===== src/rtl/multicycle_control.sv =====
// multicycle_control
//   Moore control FSM for a multicycle MIPS-style datapath (RESET, FETCH,
//   DECODE, MEMADR, MEMRD, MEMWB, MEMWR, EXEC, RWB, IMMEX, IMMWB, BRANCH,
//   JUMP, HALT).
//
// Ports
//   clk, reset_n          clock, asynchronous active-low reset
//   instr[31:0]           IR contents (opcode [31:26], funct [5:0])
//   zero                  ALU zero flag; the PC load gate outside this block
//                         uses it together with pc_write_cond/invertzero
//   mem_ready             memory handshake, access completes when 1
//   pc_write, pc_write_cond, iord, mem_read, mem_write, ir_write
//   regdst[1:0]           0 rt, 1 rd, 2 $31
//   memtoreg[1:0]         0 ALU, 1 memory, 2 PC+4
//   regwrite, alusrc_a, invertzero
//   alusrc_b[1:0]         0 rt, 1 const 4, 2 simm, 3 simm<<2
//   aluop[3:0]            ALU_* encoding
//   pc_source[1:0]        0 ALU, 1 ALU register, 2 jump address
//   state[3:0]            current state (debug)
//   halted, illegal       sticky status flags (cleared only by reset)
module multicycle_control (
  input  logic        clk,
  input  logic        reset_n,
  input  logic [31:0] instr,
  input  logic        zero,
  input  logic        mem_ready,
  output logic        pc_write,
  output logic        pc_write_cond,
  output logic        iord,
  output logic        mem_read,
  output logic        mem_write,
  output logic        ir_write,
  output logic [1:0]  regdst,
  output logic [1:0]  memtoreg,
  output logic        regwrite,
  output logic        alusrc_a,
  output logic        invertzero,
  output logic [1:0]  alusrc_b,
  output logic [3:0]  aluop,
  output logic [1:0]  pc_source,
  output logic [3:0]  state,
  output logic        halted,
  output logic        illegal
);

  localparam logic [3:0] ALU_AND = 4'b0000;
  localparam logic [3:0] ALU_OR  = 4'b0001;
  localparam logic [3:0] ALU_ADD = 4'b0010;
  localparam logic [3:0] ALU_SUB = 4'b0110;
  localparam logic [3:0] ALU_SLT = 4'b0111;

  localparam logic [5:0] OP_RTYPE = 6'h00;
  localparam logic [5:0] OP_J     = 6'h02;
  localparam logic [5:0] OP_JAL   = 6'h03;
  localparam logic [5:0] OP_BEQ   = 6'h04;
  localparam logic [5:0] OP_BNE   = 6'h05;
  localparam logic [5:0] OP_ADDI  = 6'h08;
  localparam logic [5:0] OP_ORI   = 6'h0D;
  localparam logic [5:0] OP_LW    = 6'h23;
  localparam logic [5:0] OP_SW    = 6'h2B;

  localparam logic [5:0] FN_ADD = 6'h20;
  localparam logic [5:0] FN_SUB = 6'h22;
  localparam logic [5:0] FN_AND = 6'h24;
  localparam logic [5:0] FN_OR  = 6'h25;
  localparam logic [5:0] FN_SLT = 6'h2A;

  typedef enum logic [3:0] {
    S_RESET  = 4'd0,  S_FETCH  = 4'd1,  S_DECODE = 4'd2,  S_MEMADR = 4'd3,
    S_MEMRD  = 4'd4,  S_MEMWB  = 4'd5,  S_MEMWR  = 4'd6,  S_EXEC   = 4'd7,
    S_RWB    = 4'd8,  S_IMMEX  = 4'd9,  S_IMMWB  = 4'd10, S_BRANCH = 4'd11,
    S_JUMP   = 4'd12, S_HALT   = 4'd13
  } state_t;

  state_t     r_state;
  state_t     w_next;
  logic       r_illegal;
  logic [5:0] w_opcode;
  logic [5:0] w_funct;
  logic       w_rtype_ok;
  logic       w_decode_illegal;
  logic       w_unused;

  assign w_opcode = instr[31:26];
  assign w_funct  = instr[5:0];
  assign w_rtype_ok = (w_opcode == OP_RTYPE) &&
                      (w_funct == FN_ADD || w_funct == FN_SUB || w_funct == FN_AND ||
                       w_funct == FN_OR  || w_funct == FN_SLT);

  // zero only feeds the external PC-load gate; register fields are datapath-only
  assign w_unused = &{1'b0, zero, instr[25:6]};

  // instr==0 halts cleanly; everything else DECODE can't dispatch is illegal
  assign w_decode_illegal = (r_state == S_DECODE) && (w_next == S_HALT) && (instr != '0);

  always_ff @(posedge clk or negedge reset_n) begin
    if (!reset_n) begin
      r_state   <= S_RESET;
      r_illegal <= 1'b0;
    end else begin
      r_state <= w_next;
      if (w_decode_illegal) r_illegal <= 1'b1;
    end
  end

  always_comb begin
    w_next = r_state;
    case (r_state)
      S_RESET:  w_next = S_FETCH;
      S_FETCH:  if (mem_ready) w_next = S_DECODE;
      S_DECODE: begin
        if (instr == '0)                                 w_next = S_HALT;
        else if (w_opcode == OP_LW || w_opcode == OP_SW) w_next = S_MEMADR;
        else if (w_rtype_ok)                             w_next = S_EXEC;
        else if (w_opcode == OP_ADDI || w_opcode == OP_ORI) w_next = S_IMMEX;
        else if (w_opcode == OP_BEQ || w_opcode == OP_BNE)  w_next = S_BRANCH;
        else if (w_opcode == OP_J || w_opcode == OP_JAL)    w_next = S_JUMP;
        else                                             w_next = S_HALT;
      end
      S_MEMADR: w_next = (w_opcode == OP_LW) ? S_MEMRD : S_MEMWR;
      S_MEMRD:  if (mem_ready) w_next = S_MEMWB;
      // write-back is held off until mem_ready so regwrite pulses exactly once
      S_MEMWB:  if (mem_ready) w_next = S_FETCH;
      S_MEMWR:  if (mem_ready) w_next = S_FETCH;
      S_EXEC:   w_next = S_RWB;
      S_RWB:    w_next = S_FETCH;
      S_IMMEX:  w_next = S_IMMWB;
      S_IMMWB:  w_next = S_FETCH;
      S_BRANCH: w_next = S_FETCH;
      S_JUMP:   w_next = S_FETCH;
      S_HALT:   w_next = S_HALT;
      default:  w_next = S_RESET;
    endcase
  end

  always_comb begin
    pc_write      = 1'b0;
    pc_write_cond = 1'b0;
    iord          = 1'b0;
    mem_read      = 1'b0;
    mem_write     = 1'b0;
    ir_write      = 1'b0;
    regdst        = 2'd0;
    memtoreg      = 2'd0;
    regwrite      = 1'b0;
    alusrc_a      = 1'b0;
    invertzero    = 1'b0;
    alusrc_b      = 2'd0;
    aluop         = 4'd0;
    pc_source     = 2'd0;
    case (r_state)
      S_FETCH: begin
        mem_read = 1'b1;
        alusrc_b = 2'd1;
        aluop    = ALU_ADD;
        ir_write = mem_ready;
        pc_write = mem_ready;
      end
      S_DECODE: begin
        alusrc_b = 2'd3;
        aluop    = ALU_ADD;
      end
      S_MEMADR: begin
        alusrc_a = 1'b1;
        alusrc_b = 2'd2;
        aluop    = ALU_ADD;
      end
      S_MEMRD: begin
        mem_read = 1'b1;
        iord     = 1'b1;
      end
      S_MEMWB: begin
        memtoreg = 2'd1;
        regwrite = mem_ready;
      end
      S_MEMWR: begin
        mem_write = 1'b1;
        iord      = 1'b1;
      end
      S_EXEC: begin
        alusrc_a = 1'b1;
        case (w_funct)
          FN_AND:  aluop = ALU_AND;
          FN_OR:   aluop = ALU_OR;
          FN_SUB:  aluop = ALU_SUB;
          FN_SLT:  aluop = ALU_SLT;
          default: aluop = ALU_ADD;
        endcase
      end
      S_RWB: begin
        regdst   = 2'd1;
        regwrite = 1'b1;
      end
      S_IMMEX: begin
        alusrc_a = 1'b1;
        alusrc_b = 2'd2;
        aluop    = (w_opcode == OP_ORI) ? ALU_OR : ALU_ADD;
      end
      S_IMMWB: regwrite = 1'b1;
      S_BRANCH: begin
        alusrc_a      = 1'b1;
        aluop         = ALU_SUB;
        pc_write_cond = 1'b1;
        pc_source     = 2'd1;
        invertzero    = (w_opcode == OP_BNE);
      end
      S_JUMP: begin
        pc_write  = 1'b1;
        pc_source = 2'd2;
        if (w_opcode == OP_JAL) begin
          regwrite = 1'b1;
          regdst   = 2'd2;
          memtoreg = 2'd2;
        end
      end
      default: ;
    endcase
    halted  = (r_state == S_HALT);
    illegal = r_illegal;
    state   = r_state;
  end

endmodule


===== config.mk =====
export PLATFORM = sky130hd
export DESIGN_NAME = multicycle_control
export DESIGN_NICKNAME = d
export VERILOG_FILES = /design/src/rtl/multicycle_control.sv
export SDC_FILE = /design/constraint.sdc
export NUM_CORES = 1
export LEC_CHECK = 0
export BUFFER_PORTS_ARGS = -buffer_cell sky130_fd_sc_hd__clkbuf_2
export CAP_MARGIN = 20
export CELL_PAD_IN_SITES_DETAIL_PLACEMENT = 0
export CELL_PAD_IN_SITES_GLOBAL_PLACEMENT = 1
export CORE_UTILIZATION = 27
export DETAILED_ROUTE_END_ITERATION = 7
export GPL_TIMING_DRIVEN = 0
export HOLD_SLACK_MARGIN = 0.1
export PLACE_DENSITY = 0.95
export SYNTH_ARGS = -nofsm -noshare
export SYNTH_HDL_FRONTEND = slang
export SYNTH_SLANG_ARGS = --single-unit

===== constraint.sdc =====
create_clock -name clk -period 2.7 [get_ports clk]
set_clock_uncertainty 0.1 [all_clocks]
set_input_delay 0.27 -clock clk [delete_from_list [all_inputs] [get_ports clk]]
set_output_delay 0.27 -clock clk [all_outputs]
set_load 0.1 [all_outputs]

==> impl_metrics.toml <==
[floorplan]
ios = 63
placement_rows = 19
fp.dieH_um = 56.9
die-area_um2 = 3240
core_area_um2 = 2810
initial_core_util_pct = 29.0
die_w_um = 56.9

[detailed_routing]
drt_iter0_markers = 29
viasPerCell = 5.39
wl_per_cell_um = 12.9
drc = 8
drtAntennaViolNets = 0
wirelength_um = 2750
first_pass_iters = 7
detailroute.via_count = 1149

[cts]
cts.sinks = 5
clock_latency_ns = 0.24
cts-root-buf = "clkbuf_4"
path_clk_slew_ns = 0.04
cts_buffers = 3
h-tree-depth = 1
cts_tree = "yes"
clock_path_buffers = 2

[setup_path]
cp_max_fo = 10
crit_arrival_ns = 2.14
critical-path-max-stage-delay_ns = 0.47
start_kind = "register"
cp_num_buf_inv = 3
worstPathCellList = "clkbuf_8 -> clkbuf_1 -> nor2_1 -> a211o_1 -> o21ai_2 -> clkbuf_2"
crit_path_end_kind = "output pin"
critPathTopFamily = "buffers and inverters"
cpMaxStageDelayCell = "clkbuf_2"
cp_data_required_time_ns = 2.33
path_class = "reg -> out"

[synthesis]
synth_seq_cells = 5
synth.avg_cell_area_um2 = 6.78
synthArstFlopShare_pct = 100
seq_area_frac_synth_pct = 15.4
synth.cell_area_um2 = 813
synth_warnings = 0
ys.flop_type = "dfrtp_1"
synth_cells = 120
syn_nets = 156
synth_top_area_share_pct = 15.4
synth-edff-count = 0
synth.area.top_cells = "dfrtp_1 (15%), nor4_1 (6.9%), nand2b_1 (6.2%), nor2_1 (6.0%), nor3_1 (4.9%)"
synth_top_area_cell = "dfrtp_1"
yosysUniqueCellTypes = 41

[grt]
grt_pass1_wl_um = 4770
antenna_found_initial = 0
grt_pass1_vias = 1077
grt_max_degree = 11
grt_usage_pct = 18.1
grt.overflow.total = 0

[timing]
setup_ws_ns = 0.188
drv_slew = 0
finalSetupViolations = 0
slew_headroom_pct = 54.0
final.min_clock_period_ns = 2.51
hold_viol_final = 0
tightest_slew_ns = 0.690
rsz0062_at_grt = "no"
fmax_mhz = 398
fin_crit_sh_pct = 93.0

[cells_and_area]
n_antenna_cell = 0
areaGrowthSynthToFinish_pct = 65.5
drive_gt1_share_pct = 52.7
nets = 219
fill_cells = 288

[outcome]
violations = "DRC"
run_status = "complete, but fails checks"

[placed_design]
place_ws_ns = 0.280
globalplace.congestion = 0.823
dpl.hpwl_um = 2250
io_buffers = 59

[run]
maxCapViolCount = 0

[hold_path]
hold_path_class = "in -> async"
==> placed cells by master, fill, tap and decap left out, types with 3 or more instances in the layout <==
cell	instances
nand3_1	4
nand2_1	5
nor2_1	8
nor3_4	4
clkbuf_2	59
nor4_1	8
dfrtp_4	3
nor3_1	4
nor2_2	3
nand4_1	5
nand2b_1	8
clkbuf_1	3
o21ai_0	4
clkbuf_4	3
nor2b_1	6
a21oi_2	3
==> routing by layer <==
| layer | track usage [%] | vias up | wire length [um] |
|---|---|---|---|
| met1 | 24.9 | 508 | 1220 |
| met5 | 0 | - | 0 |
| met2 | 30.4 | 64 | 1280 |
| met4 | 3.14 | 0 | 17 |
| met3 | 2.07 | 2 | 235 |
| li1 | - | 575 | - |
==> state kept, by name, indices dropped and copies added (netlist names) <==
signal	cells
illegal	1
state	4
==> synthesized netlist by cell type (all sizes together), types with 2 or more instances <==
cell / number
nor3: 8
or3: 2
nand2: 7
o22ai: 2
xnor2: 2
nand2b: 9
nor4: 9
dfrtp: 5
o21ai: 5
nand4: 5
a211oi: 2
buf: 8
nor2b: 6
inv: 2
nor2: 13
or2: 2
a211o: 2
clkbuf: 4
a21oi: 5
nand3: 4
o311ai: 3
==> per-stage QoR <==
stage                     std cells  utilization (%)  hold WS (ns)  TNS (ns)  instance area [um2]
after floorplan                 120                -        -0.126     -1.26                  983
after detailed placement        210             47.0       -0.0104         0                 1320
after CTS                       215             48.3         0.276         0                 1350
final                           213             48.0         0.299         0                 1350
after global placement          210             47.0       -0.0168         0                 1320
after global routing            213             48.0         0.301         0                 1350
==> worst paths after layout <==
kind | from | endpoint | slack [ns] | cells past startpoint
hold reg to reg | illegal$_DFFE_PN0P_ | illegal$_DFFE_PN0P_ | 0.37 | 1
setup / recovery | state[0]$_DFF_PN0_ | aluop[1] | 0.19 | 6
setup reg to reg | state[3]$_DFF_PN0_ | state[1]$_DFF_PN0_ | 0.71 | 4
hold / removal | reset_n | state[2]$_DFF_PN0_ | 0.30 | 2
min in group clk | instr[30] | state[3]$_DFF_PN0_ | 0.36 | 3
max in group asynchronous | reset_n | state[0]$_DFF_PN0_ | 2.05 | 2
==> kinds of logic after synthesis <==
family	after synthesis	share of synthesized area, %
and+or+nand+nor	68	45.5
AOI/OAI and AO/OA	28	25.1
buffers and inverters	14	8.77
DFF	5	15.4
xor gates and xnor gates	2	2.15
muxes	2	2.62
other	1	0.461
==> final cells by class <==
type / instances / area (um2) / area share (%)
timing repair buffer: 60 / 305 / 22.7
multi-input combinational: 101 / 758 / 56.3
buffer: 10 / 72.6 / 5.39
sequential: 5 / 138 / 10.2
clock buffer: 4 / 26.3 / 1.95
tap: 31 / 38.8 / 2.88
inverter: 2 / 7.51 / 0.558
==> repair_timing <==
action	4_1_cts	5_1_grt
hold endpoints to repair	5	0
hold buffers	1	0
endpoints found under the setup margin	0	4
setup buffers	0	0
resized for setup	0	0
==> worst register-to-register path, stage by stage, from the launching register on <==
cell and delay (ns):
dfrtp_4 0.40, buf_6 0.14, clkbuf_1 0.54, nor2_1 0.17, o311ai_0 0.47
Power is not shown: default switching activity piles up to over one toggle a cycle in this logic, so the estimate is an artifact.
